<file path="config.mk">
export PLATFORM = sky130hd
export DESIGN_NAME = demux8_wb
export DESIGN_NICKNAME = d
export VERILOG_FILES = /design/src/rtl/demux8_pkg.sv /design/src/rtl/wb_fifo.sv /design/src/rtl/demux8_wb.sv
export SDC_FILE = /design/constraint.sdc
export NUM_CORES = 1
export LEC_CHECK = 0
export CAP_MARGIN = 20
export CORE_MARGIN = 3
export CORE_UTILIZATION = 25
export CTS_CLUSTER_DIAMETER = 120
export CTS_CLUSTER_SIZE = 28
export DETAILED_ROUTE_END_ITERATION = 6
export DONT_BUFFER_PORTS = 1
export PLACE_DENSITY = 0.36
export SETUP_SLACK_MARGIN = 0.1
export SLEW_MARGIN = 30
export SYNTH_ARGS = -nofsm -noshare
export SYNTH_HDL_FRONTEND = slang
export SYNTH_SLANG_ARGS = --single-unit
</file>
<file path="constraint.sdc">
create_clock -name clk -period 6.11 [get_ports clk]
set_input_delay 1.222 -clock clk [delete_from_list [all_inputs] [get_ports clk]]
set_output_delay 1.222 -clock clk [all_outputs]
set_load 0.05 [all_outputs]
</file>
<file path="src/rtl/demux8_pkg.sv">
// Shared definitions for the 8-way write-back demux: select width, destination
// count, default word size, the FIFO entry layout and a one-hot helper.
package demux8_pkg;
  localparam int SEL_W    = 3;
  localparam int NUM_DST  = 8;
  localparam int SIZE_DEF = 16;

  // Entry layout at the default width; the top rebuilds it for other SIZE values
  typedef struct packed {
    logic [SEL_W-1:0]    sel;
    logic [SIZE_DEF-1:0] data;
  } wb_entry_t;

  function automatic logic [NUM_DST-1:0] onehot8(input logic [SEL_W-1:0] sel);
    onehot8 = 8'b1 << sel;
  endfunction
endpackage

</file>
<file path="src/rtl/wb_fifo.sv">
// In-order request buffer. The head entry is visible combinationally so it can
// be consumed on the same edge it is popped.
module wb_fifo #(
  parameter int W     = 19,
  parameter int DEPTH = 2,
  localparam int AW   = $clog2(DEPTH),
  localparam int CW   = AW + 1
) (
  input  logic          clk,
  input  logic          rst_n,
  input  logic          push,
  input  logic          pop,
  input  logic          flush,
  input  logic [W-1:0]  wdata,
  output logic [W-1:0]  rdata,
  output logic          full,
  output logic          empty,
  output logic [CW-1:0] count
);
  logic [W-1:0]  mem_q [DEPTH];
  logic [AW-1:0] wptr_q, rptr_q;
  logic [CW-1:0] cnt_q;

  // Storage has no reset: contents are only observed while the count covers them
  always_ff @(posedge clk) begin
    if (push) mem_q[wptr_q] <= wdata;
  end

  always_ff @(posedge clk) begin
    if (!rst_n || flush) begin
      wptr_q <= '0;
      rptr_q <= '0;
      cnt_q  <= '0;
    end else begin
      if (push) wptr_q <= wptr_q + 1'b1;
      if (pop)  rptr_q <= rptr_q + 1'b1;
      case ({push, pop})
        2'b10:   cnt_q <= cnt_q + 1'b1;
        2'b01:   cnt_q <= cnt_q - 1'b1;
        default: cnt_q <= cnt_q;
      endcase
    end
  end

  assign rdata = mem_q[rptr_q];
  assign full  = (cnt_q == CW'(DEPTH));
  assign empty = (cnt_q == '0);
  assign count = cnt_q;
endmodule

</file>
<file path="src/rtl/demux8_wb.sv">
// 8-way registered write demux: buffered valid/ready requests drain one per
// cycle into a destination register, announced by a one-hot strobe.
module demux8_wb
  import demux8_pkg::*;
#(
  parameter int SIZE  = SIZE_DEF,
  parameter int DEPTH = 2,
  localparam int CW   = $clog2(DEPTH) + 1
) (
  input  logic             clk,
  input  logic             rst_n,
  input  logic             in_valid,
  output logic             in_ready,
  input  logic [SEL_W-1:0] in_sel,
  input  logic [SIZE-1:0]  in_data,
  input  logic             clear,
  input  logic             hold_drain,
  output logic [SIZE-1:0]  out0,
  output logic [SIZE-1:0]  out1,
  output logic [SIZE-1:0]  out2,
  output logic [SIZE-1:0]  out3,
  output logic [SIZE-1:0]  out4,
  output logic [SIZE-1:0]  out5,
  output logic [SIZE-1:0]  out6,
  output logic [SIZE-1:0]  out7,
  output logic [NUM_DST-1:0] out_strb,
  output logic [CW-1:0]    fifo_cnt
);
  typedef struct packed {
    logic [SEL_W-1:0] sel;
    logic [SIZE-1:0]  data;
  } entry_t;

  entry_t                          head;
  logic                            push, pop, full, empty;
  logic [NUM_DST-1:0][SIZE-1:0]    dst_q, dst_d;
  logic [NUM_DST-1:0]              strb_q, strb_d;

  assign in_ready = ~full & ~clear & rst_n;
  assign push     = in_valid & in_ready;
  // hold_drain is a verification hook that freezes the drain to exercise backpressure
  assign pop      = ~empty & ~clear & ~hold_drain;

  wb_fifo #(.W(SEL_W + SIZE), .DEPTH(DEPTH)) u_fifo (
    .clk   (clk),
    .rst_n (rst_n),
    .push  (push),
    .pop   (pop),
    .flush (clear),
    .wdata ({in_sel, in_data}),
    .rdata (head),
    .full  (full),
    .empty (empty),
    .count (fifo_cnt)
  );

  always_comb begin
    dst_d  = dst_q;
    strb_d = '0;
    if (clear) begin
      dst_d = '0;
    end else if (pop) begin
      dst_d[head.sel] = head.data;
      strb_d          = onehot8(head.sel);
    end
  end

  always_ff @(posedge clk) begin
    if (!rst_n) begin
      dst_q  <= '0;
      strb_q <= '0;
    end else begin
      dst_q  <= dst_d;
      strb_q <= strb_d;
    end
  end

  assign out0     = dst_q[0];
  assign out1     = dst_q[1];
  assign out2     = dst_q[2];
  assign out3     = dst_q[3];
  assign out4     = dst_q[4];
  assign out5     = dst_q[5];
  assign out6     = dst_q[6];
  assign out7     = dst_q[7];
  assign out_strb = strb_q;
endmodule

</file>
==> metrics, run 1 <==
fin. max-slew vios 0; simple-gate share of the synthesized area 11.5%; Die Area 0.0290 mm²; unrepaired setup endpoints after global routing no; Worst-path clk slew 0.07 ns; initial drt markers 179; vias in the first global route 3927; P&R area growth vs syn 12.3%; CTS tree built; # rows 59; routability cong. 0.724; wl on met1 7920 µm; Tmin final 3.44 ns; syn avg cell area 12.2 µm²; Worst Skew 0.0134 ns; chip height 170 µm; n_diodes 0; Synth Instances 554; Leak Pwr 3.33 nW; Top Metal Used met4; metal3 WL 1630 µm; reg2reg path depth 3; final instance count without filler cells 896; hold_buf cts 0; CP required 4.89 ns; synth warn 0; multiplexer share of the synthesized area 22.2%; Post-Synth XOR/XNOR Area 0.259%; CP startpoint kind input port; cell chosen for the clock root clkbuf_16; Fmax achieved 290 MHz; Buf/Inv on CP 0; max_slew headroom 37.1%; Placed Cells 864; Slowest Stage Delay on Critical Path 0.77 ns; Sink Count 179; Final Setup Violations 0; delay-heaviest family, CP simple AND/OR/NAND/NOR gates; Initial Util 25.7%; Area contributors post-synth dfxtp_1 42%, mux2i_1 19%, edfxtp_1 17%, nand2_1 8.0%, o2111ai_4 3.1%; Top reg by flops u_fifo.mem_q; compound-cell area share of the yosys netlist 3.66%; leading area contributor after synthesis dfxtp_1; Clock Path Buffers 2; gr ovfl total 0; Core Area 0.0264 mm²; layout cells sized above 1 12.7%; CP max FO 7; Post-Route WL 18300 µm; Hold Crit Class reg -> reg; Tcrit/Tclk final 56.4%; number of antenna violations at the first check in global routing 0; Min-Delay Path Depth 2; register area share after synthesis 58.6%; most frequent cells in the layout 144 x nand2_1, 141 x dfxtp_1, 128 x mux2i_1, 38 x edfxtp_1, 19 x clkbuf_16; Synth top area share 41.8%; H-tree depth 4; post-DP HPWL 12600 µm; postcts setup bufs 0; Vias 3890; Worst setup EP type output pin; All-Layer GR Usage 12.5%; combinational family with the most area after synthesis multiplexers; setup TNS 0 ns; syn_nets 579; First-pass DRT Iterations 4; Final Hold Viols 0; pin count of the biggest net entering global routing 83; R2R Path Start u_fifo.count[0]$_SDFFE_PP0P_; reg2reg end u_fifo.mem_q[1][12]$_DFFE_PP_; # resized after CTS 0; Distinct cells, synth 36; Routed WL per cell 20.4 µm; first-pass GRT wire length 26400 µm; vias per cell 4.34; Detail Route met2 WL 8510 µm; Setup crit start clear; commonest non-fill, non-tap cell in the layout nand2_1; maxcap violations 0; register bit total from synthesis 179; maximum vdd drop 142 µV; nets@finish 573; synthesized cell area 0.00676 mm²; Hold Path Origin u_fifo.rptr_q$_SDFFE_PP0P_; status finished, final reports clean; hold endpoint u_fifo.rptr_q$_SDFFE_PP0P_; post-route antenna net violation count 0; CP max-delay cell nor2_1; die width 170 µm; Skew-Pair Late Insertion Delay 0.43 ns; Inserted Clock Buffers 17; port bufs 0; max reg flops 38; Pwr Density 318 mW/mm²; Critical Path AT 2.22 ns; reg-to-reg slack, setup 3.42 ns; Worst-Margin Slew 0.941 ns; cells along the critical path nand2b_1 -> nor2_1; IO Count 163; Crit Path Category in -> out; DRC Markers 0; adder-cell share of the synthesized area 0.185%
## cells in the mapped netlist (all sizes together)
| cell | count |
|---|---|
| a21oi | 4 |
| and3 | 2 |
| and3b | 3 |
| buf | 17 |
| clkbuf | 11 |
| dfxtp | 141 |
| dlygate4sd1 | 1 |
| edfxtp | 38 |
| ha | 1 |
| inv | 1 |
| mux2 | 17 |
| mux2i | 129 |
| nand2 | 144 |
| nand2b | 1 |
| nand3b | 1 |
| nand4 | 2 |
| nor2 | 17 |
| nor2b | 2 |
| nor3 | 2 |
| nor3b | 3 |
| o2111ai | 8 |
| o21ai | 2 |
| o31ai | 1 |
| or2 | 1 |
| or3 | 3 |
| xnor2 | 1 |
| xor2 | 1 |
## kinds of logic after synthesis
group | Yosys count
adders and majority gates | 1
AOI/OAI and AO/OA | 15
DFF | 179
xor gates and xnor gates | 2
buffers and inverters | 30
and+or+nand+nor | 181
muxes | 146
## area by class of cell
class                           count  area [µm²]
Clock buffer                       20         479
Clock inverter                     12         129
Fill cell                        2674       18800
Inverter                            1        3.75
Multi-Input combinational cell    345        2570
Sequential cell                   179        3960
Tap cell                          335         419
Timing Repair Buffer                4        30.0
## worst max path at each step
| stage | to | slack [ns] | cells past startpoint |
|---|---|---|---|
| 6_report | in_ready | 2.67 | 2 |
| 2_1_floorplan | in_ready | 2.76 | 2 |
| 4_1_cts | in_ready | 2.67 | 2 |
| 3_5_place_dp | u_fifo.mem_q[1][7]$_DFFE_PP_ | 2.50 | 3 |
| 3_3_place_gp | u_fifo.mem_q[1][7]$_DFFE_PP_ | 2.53 | 3 |
| 5_1_grt | in_ready | 2.64 | 2 |
## stage by stage
stage	worst slack (ns)	util (%)	hold WS, ns	cell area, µm²	power (W)
floorplan	2.76	-	0.463	6760	0.00128
global placement	2.53	26.5	0.484	6980	0.00130
detailed placement	2.50	26.5	0.482	6980	0.00130
CTS	2.67	28.8	0.493	7590	0.00245
global route	2.64	28.8	0.524	7590	0.00250
finish	2.67	28.8	0.490	7590	0.00241
## report_power, final
| part | switching [W] | leakage [nW] | internal [W] |
|---|---|---|---|
| clock | 0.000513 | 0.295 | 0.000627 |
| combinational | 0.0000440 | 1.56 | 0.0000106 |
| sequential | 0.00000462 | 1.48 | 0.00121 |
## layer usage
| metal | vias up | global-route usage (%) |
|---|---|---|
| met5 | - | 0 |
| met1 | 1896 | 15.2 |
| met3 | 12 | 6.11 |
| met2 | 96 | 19.8 |
| li1 | 1886 | - |
| met4 | 0 | 2.96 |
Note: power is estimated with default switching activity, not from simulation.
==> inputs of run 2 (changes only) <==
--- a/config.mk
+++ b/config.mk
@@ -12,7 +12,7 @@
 export CTS_CLUSTER_SIZE = 28
 export DETAILED_ROUTE_END_ITERATION = 6
 export DONT_BUFFER_PORTS = 1
-export PLACE_DENSITY = 0.36
+export PLACE_DENSITY = 0.38
 export SETUP_SLACK_MARGIN = 0.1
 export SLEW_MARGIN = 30
 export SYNTH_ARGS = -nofsm -noshare
==> constraint.sdc (replaced) <==
create_clock -name clk -period 2.8 [get_ports clk]
set_input_delay 0.56 -clock clk [delete_from_list [all_inputs] [get_ports clk]]
set_output_delay 0.56 -clock clk [all_outputs]
set_load 0.05 [all_outputs]
==> metrics, run 2 (synthesis gave the netlist of run 1 again) <==
status finished, final reports clean; CP required 3.14 ns; Routed WL per cell 21.3 µm; Die Area 0.0290 mm²; number of antenna violations at the first check in global routing 0; chip height 170 µm; All-Layer GR Usage 13.2%; Post-Route WL 19200 µm; die width 170 µm; vias per cell 4.46; most frequent cells in the layout 144 x nand2_1, 141 x dfxtp_1, 128 x mux2i_1, 38 x edfxtp_1, 17 x clkbuf_16; Tmin final 2.26 ns; Fmax achieved 443 MHz; DRC Markers 0; worst hold slack 0.219 ns; # resized after CTS 0; Worst-Margin Slew 0.896 ns; nets@finish 576; Leak Pwr 3.35 nW; First-pass DRT Iterations 4; first-pass GRT wire length 27900 µm; pin count of the biggest net entering global routing 66; Hold Crit Class in -> reg; setup TNS 0 ns; CP startpoint kind flip-flop; hold_buf cts 0; gr ovfl total 0; Initial Util 25.7%; P&R area growth vs syn 12.6%; # rows 59; Worst setup EP type flip-flop; IO Count 163; routability cong. 0.714; H-tree depth 4; Worst-path clk slew 0.08 ns; CTS tree built; max_slew headroom 40.2%; layout cells sized above 1 13.3%; post-route antenna net violation count 0; Final Setup Violations 0; port bufs 0; vias in the first global route 4088; maxcap violations 0; Clock Path Buffers 2; final worst setup slack 0.542 ns; Pwr Density 690 mW/mm²; commonest non-fill, non-tap cell in the layout nand2_1; Crit Path Category reg -> reg; postcts setup bufs 0; n_diodes 0; cell chosen for the clock root clkbuf_16; max reg flops 38; unrepaired setup endpoints after global routing no; Tcrit/Tclk final 80.6%; Core Area 0.0264 mm²; Sink Count 179; Top reg by flops u_fifo.mem_q; Inserted Clock Buffers 17; fin. max-slew vios 0; post-DP HPWL 12700 µm; Skew-Pair Late Insertion Delay 0.43 ns; fin area 0.00761 mm²; initial drt markers 167; Placed Area 0.00703 mm²; Worst Skew 0.00908 ns; Critical Path AT 2.60 ns; maximum vdd drop 350 µV; Vias 4012; CP max FO 16; Final Hold Viols 0; Post-Place Setup Slack 0.503 ns
run 2: cell count changes in the layout (fill, tap and decap cells not counted), sizes merged:
cell	delta
clkinvlp	-1
buf	+3
inv	-1
clkinv	+5
clkbuf	-3
run 2: power by group:
group	switching, W	total [W]	internal, W
sequential	0.00000811	0.00265	0.00264
clock	0.00119	0.00247	0.00127
combinational	0.000102	0.000131	0.0000291
total	0.00131	0.00525	0.00395
run 2: final timing paths:
check	to	from	depth (start not counted)	slack, ns
worst max-delay path	out1[9]$_SDFFE_PP0P_	u_fifo.count[1]$_SDFFE_PP0P_	3	0.54
worst min-delay path	u_fifo.mem_q[0][10]$_DFFE_PP_	in_data[10]	0	0.22
worst max register to register	out1[9]$_SDFFE_PP0P_	u_fifo.count[1]$_SDFFE_PP0P_	3	0.54
worst min register to register	flip-flop	u_fifo.rptr_q$_SDFFE_PP0P_	2	0.50
run 2: cell type report:
cell class                 instances  area, µm²
clock inverter                    15        163
sequential                       179       3960
inverter                           1       3.75
clock buffer                      17        425
fill                            2658      18700
multi-input combinational        345       2560
tap                              335        419
timing repair buffer               7       77.6
run 2: per-layer routing:
metal	GRT usage, %	up-vias	routed length, µm
met1	16.7	1986	8430
met3	5.37	15	1560
met2	20.6	111	8950
met4	3.99	0	222
met5	0	-	0
li1	-	1900	-
run 2: critical path: stages, from the launching register on:
cell       delay (ns)
dfxtp_1          0.70
or2_2            0.53
o2111ai_4        0.57
mux2i_1          0.35
run 2: stage by stage:
| step | utilization (%) | power [W] | cells |
|---|---|---|---|
| finish | 28.9 | 0.00525 | 899 |
| global route | 28.9 | 0.00546 | 899 |
| CTS | 28.9 | 0.00534 | 899 |
| detailed placement | 26.7 | 0.00285 | 867 |
| global placement | 26.7 | 0.00284 | 867 |
| floorplan | - | 0.00280 | 554 |
==> inputs of run 3 (changes only) <==
==> constraint.sdc (replaced) <==
create_clock -name clk -period 2 [get_ports clk]
set_input_delay 0.4 -clock clk [delete_from_list [all_inputs] [get_ports clk]]
set_output_delay 0.4 -clock clk [all_outputs]
set_load 0.05 [all_outputs]
==> metrics, run 3 (synthesis gave the netlist of run 1 again) <==
status finished, final reports clean; Leak Pwr 3.47 nW; # fillers 2671; most frequent cells in the layout 144 x nand2_1, 139 x dfxtp_1, 128 x mux2i_1, 38 x edfxtp_1, 18 x clkbuf_16; routability cong. 0.734; post-DP HPWL 12900 µm; cells along the critical path nor2b_1 -> or3_4 -> ha_1 -> or3_1 -> a21oi_1; maximum vdd drop 419 µV; Slowest Stage Delay on Critical Path 0.36 ns; Final Hold Viols 0; Critical Path AT 2.12 ns; vias per cell 4.43; Die Area 0.0290 mm²; Worst setup EP type flip-flop; Worst-path clk slew 0.07 ns; Post-Route WL 18500 µm; cell chosen for the clock root clkbuf_16; Inserted Clock Buffers 17; metal3 WL 1390 µm; first-pass GRT wire length 27500 µm; initial drt markers 188; Total Power 0.00736 W; Crit Path Category reg -> reg; final worst setup slack 0.230 ns; CTS tree built; port bufs 0; # rows 59; Vias 4064; max_slew headroom 60.5%; CP max-delay cell or3_4; IO Count 163; fin. max-slew vios 0; Placed Cells 883; Buf/Inv on CP 0; Clock Path Buffers 2; Initial Util 25.7%; commonest non-fill, non-tap cell in the layout nand2_1; delay-heaviest family, CP simple AND/OR/NAND/NOR gates; number of antenna violations at the first check in global routing 0; unrepaired setup endpoints after global routing no; vias in the first global route 4316; setup TNS 0 ns; P&R area growth vs syn 16.2%; Skew-Pair Late Insertion Delay 0.42 ns; CP required 2.35 ns; final instance count without filler cells 917; Worst-Margin Slew 0.591 ns; Post-Place Setup Slack -0.0179 ns; n_diodes 0; gr ovfl total 0; layout cells sized above 1 16.8%; Detail Route met2 WL 9110 µm; DRC Markers 0; All-Layer GR Usage 12.7%; Worst Skew 0.0115 ns; Final Setup Violations 0; First-pass DRT Iterations 4; hold_buf cts 0; Sink Count 179; Core Area 0.0264 mm²; Setup crit start u_fifo.count[1]$_SDFFE_PP0P_; Pwr Density 936 mW/mm²; Routed WL per cell 20.1 µm; die width 170 µm; Top reg by flops u_fifo.mem_q; Hold Crit Class in -> reg; post-route antenna net violation count 0; Top Metal Used met4; CP startpoint kind flip-flop; R2R Path Start u_fifo.count[1]$_SDFFE_PP0P_; max reg flops 38; nets@finish 594; Fmax achieved 565 MHz; maxcap violations 0; H-tree depth 4; chip height 170 µm; wl on met1 7810 µm; Hold Path Origin in_data[3]; CP max FO 4; pin count of the biggest net entering global routing 76; Tcrit/Tclk final 88.5%; Tmin final 1.77 ns
-- run 3: routing by layer --
layer	global-route usage (%)	vias up
met4	3.07	0
met5	0	-
li1	-	1939
met3	5.11	8
met1	15.2	2013
met2	21.4	104
-- run 3: cell type report --
type,count,area (µm²),area share (%)
Clock inverter,13,141,1.80
Inverter,1,3.75,0.0478
Sequential cell,179,3970,50.5
Clock buffer,19,464,5.91
Tap cell,335,419,5.33
Multi-Input combinational cell,345,2580,32.9
Timing Repair Buffer,25,278,3.54
-- run 3: repair_timing --
item / CTS / global route
pin swaps: 1 / 0
buffers inserted: 2 / 0
endpoints found under the setup margin: 27 / 52
hold endpoints to repair: 0 / 0
gates resized for setup: 2 / 3
-- run 3: worst paths after layout --
path	end	slack (ns)	depth (start not counted)
setup reg to reg	u_fifo.count[1]$_SDFFE_PP0P_	0.23	5
setup / recovery	u_fifo.count[1]$_SDFFE_PP0P_	0.23	5
hold / removal	u_fifo.mem_q[1][3]$_DFFE_PP_	0.07	0
hold reg to reg	flip-flop	0.50	2
-- run 3: where the power goes --
part | switching, W | leakage (nW) | total (W) | internal [W]
Sequential | 0.0000108 | 1.48 | 0.00371 | 0.00370
Clock | 0.00148 | 0.298 | 0.00345 | 0.00197
Combinational | 0.000140 | 1.69 | 0.000193 | 0.0000526
-- run 3: worst register-to-register path, cell delays in order, from the launching register on --
cell     delay [ns]
dfxtp_2        0.32
nor2b_1        0.18
or3_4          0.36
ha_1           0.34
or3_1          0.35
a21oi_1        0.15
-- run 3: through the flow --
step                hold WS [ns]  cell area (µm²)  util (%)
finish                    0.0691             7860      29.8
global route              0.0302             7860      29.8
CTS                       0.0405             7850      29.8
detailed placement         0.494             7220      27.4
global placement           0.482             7220      27.4
floorplan                  0.463             6790         -
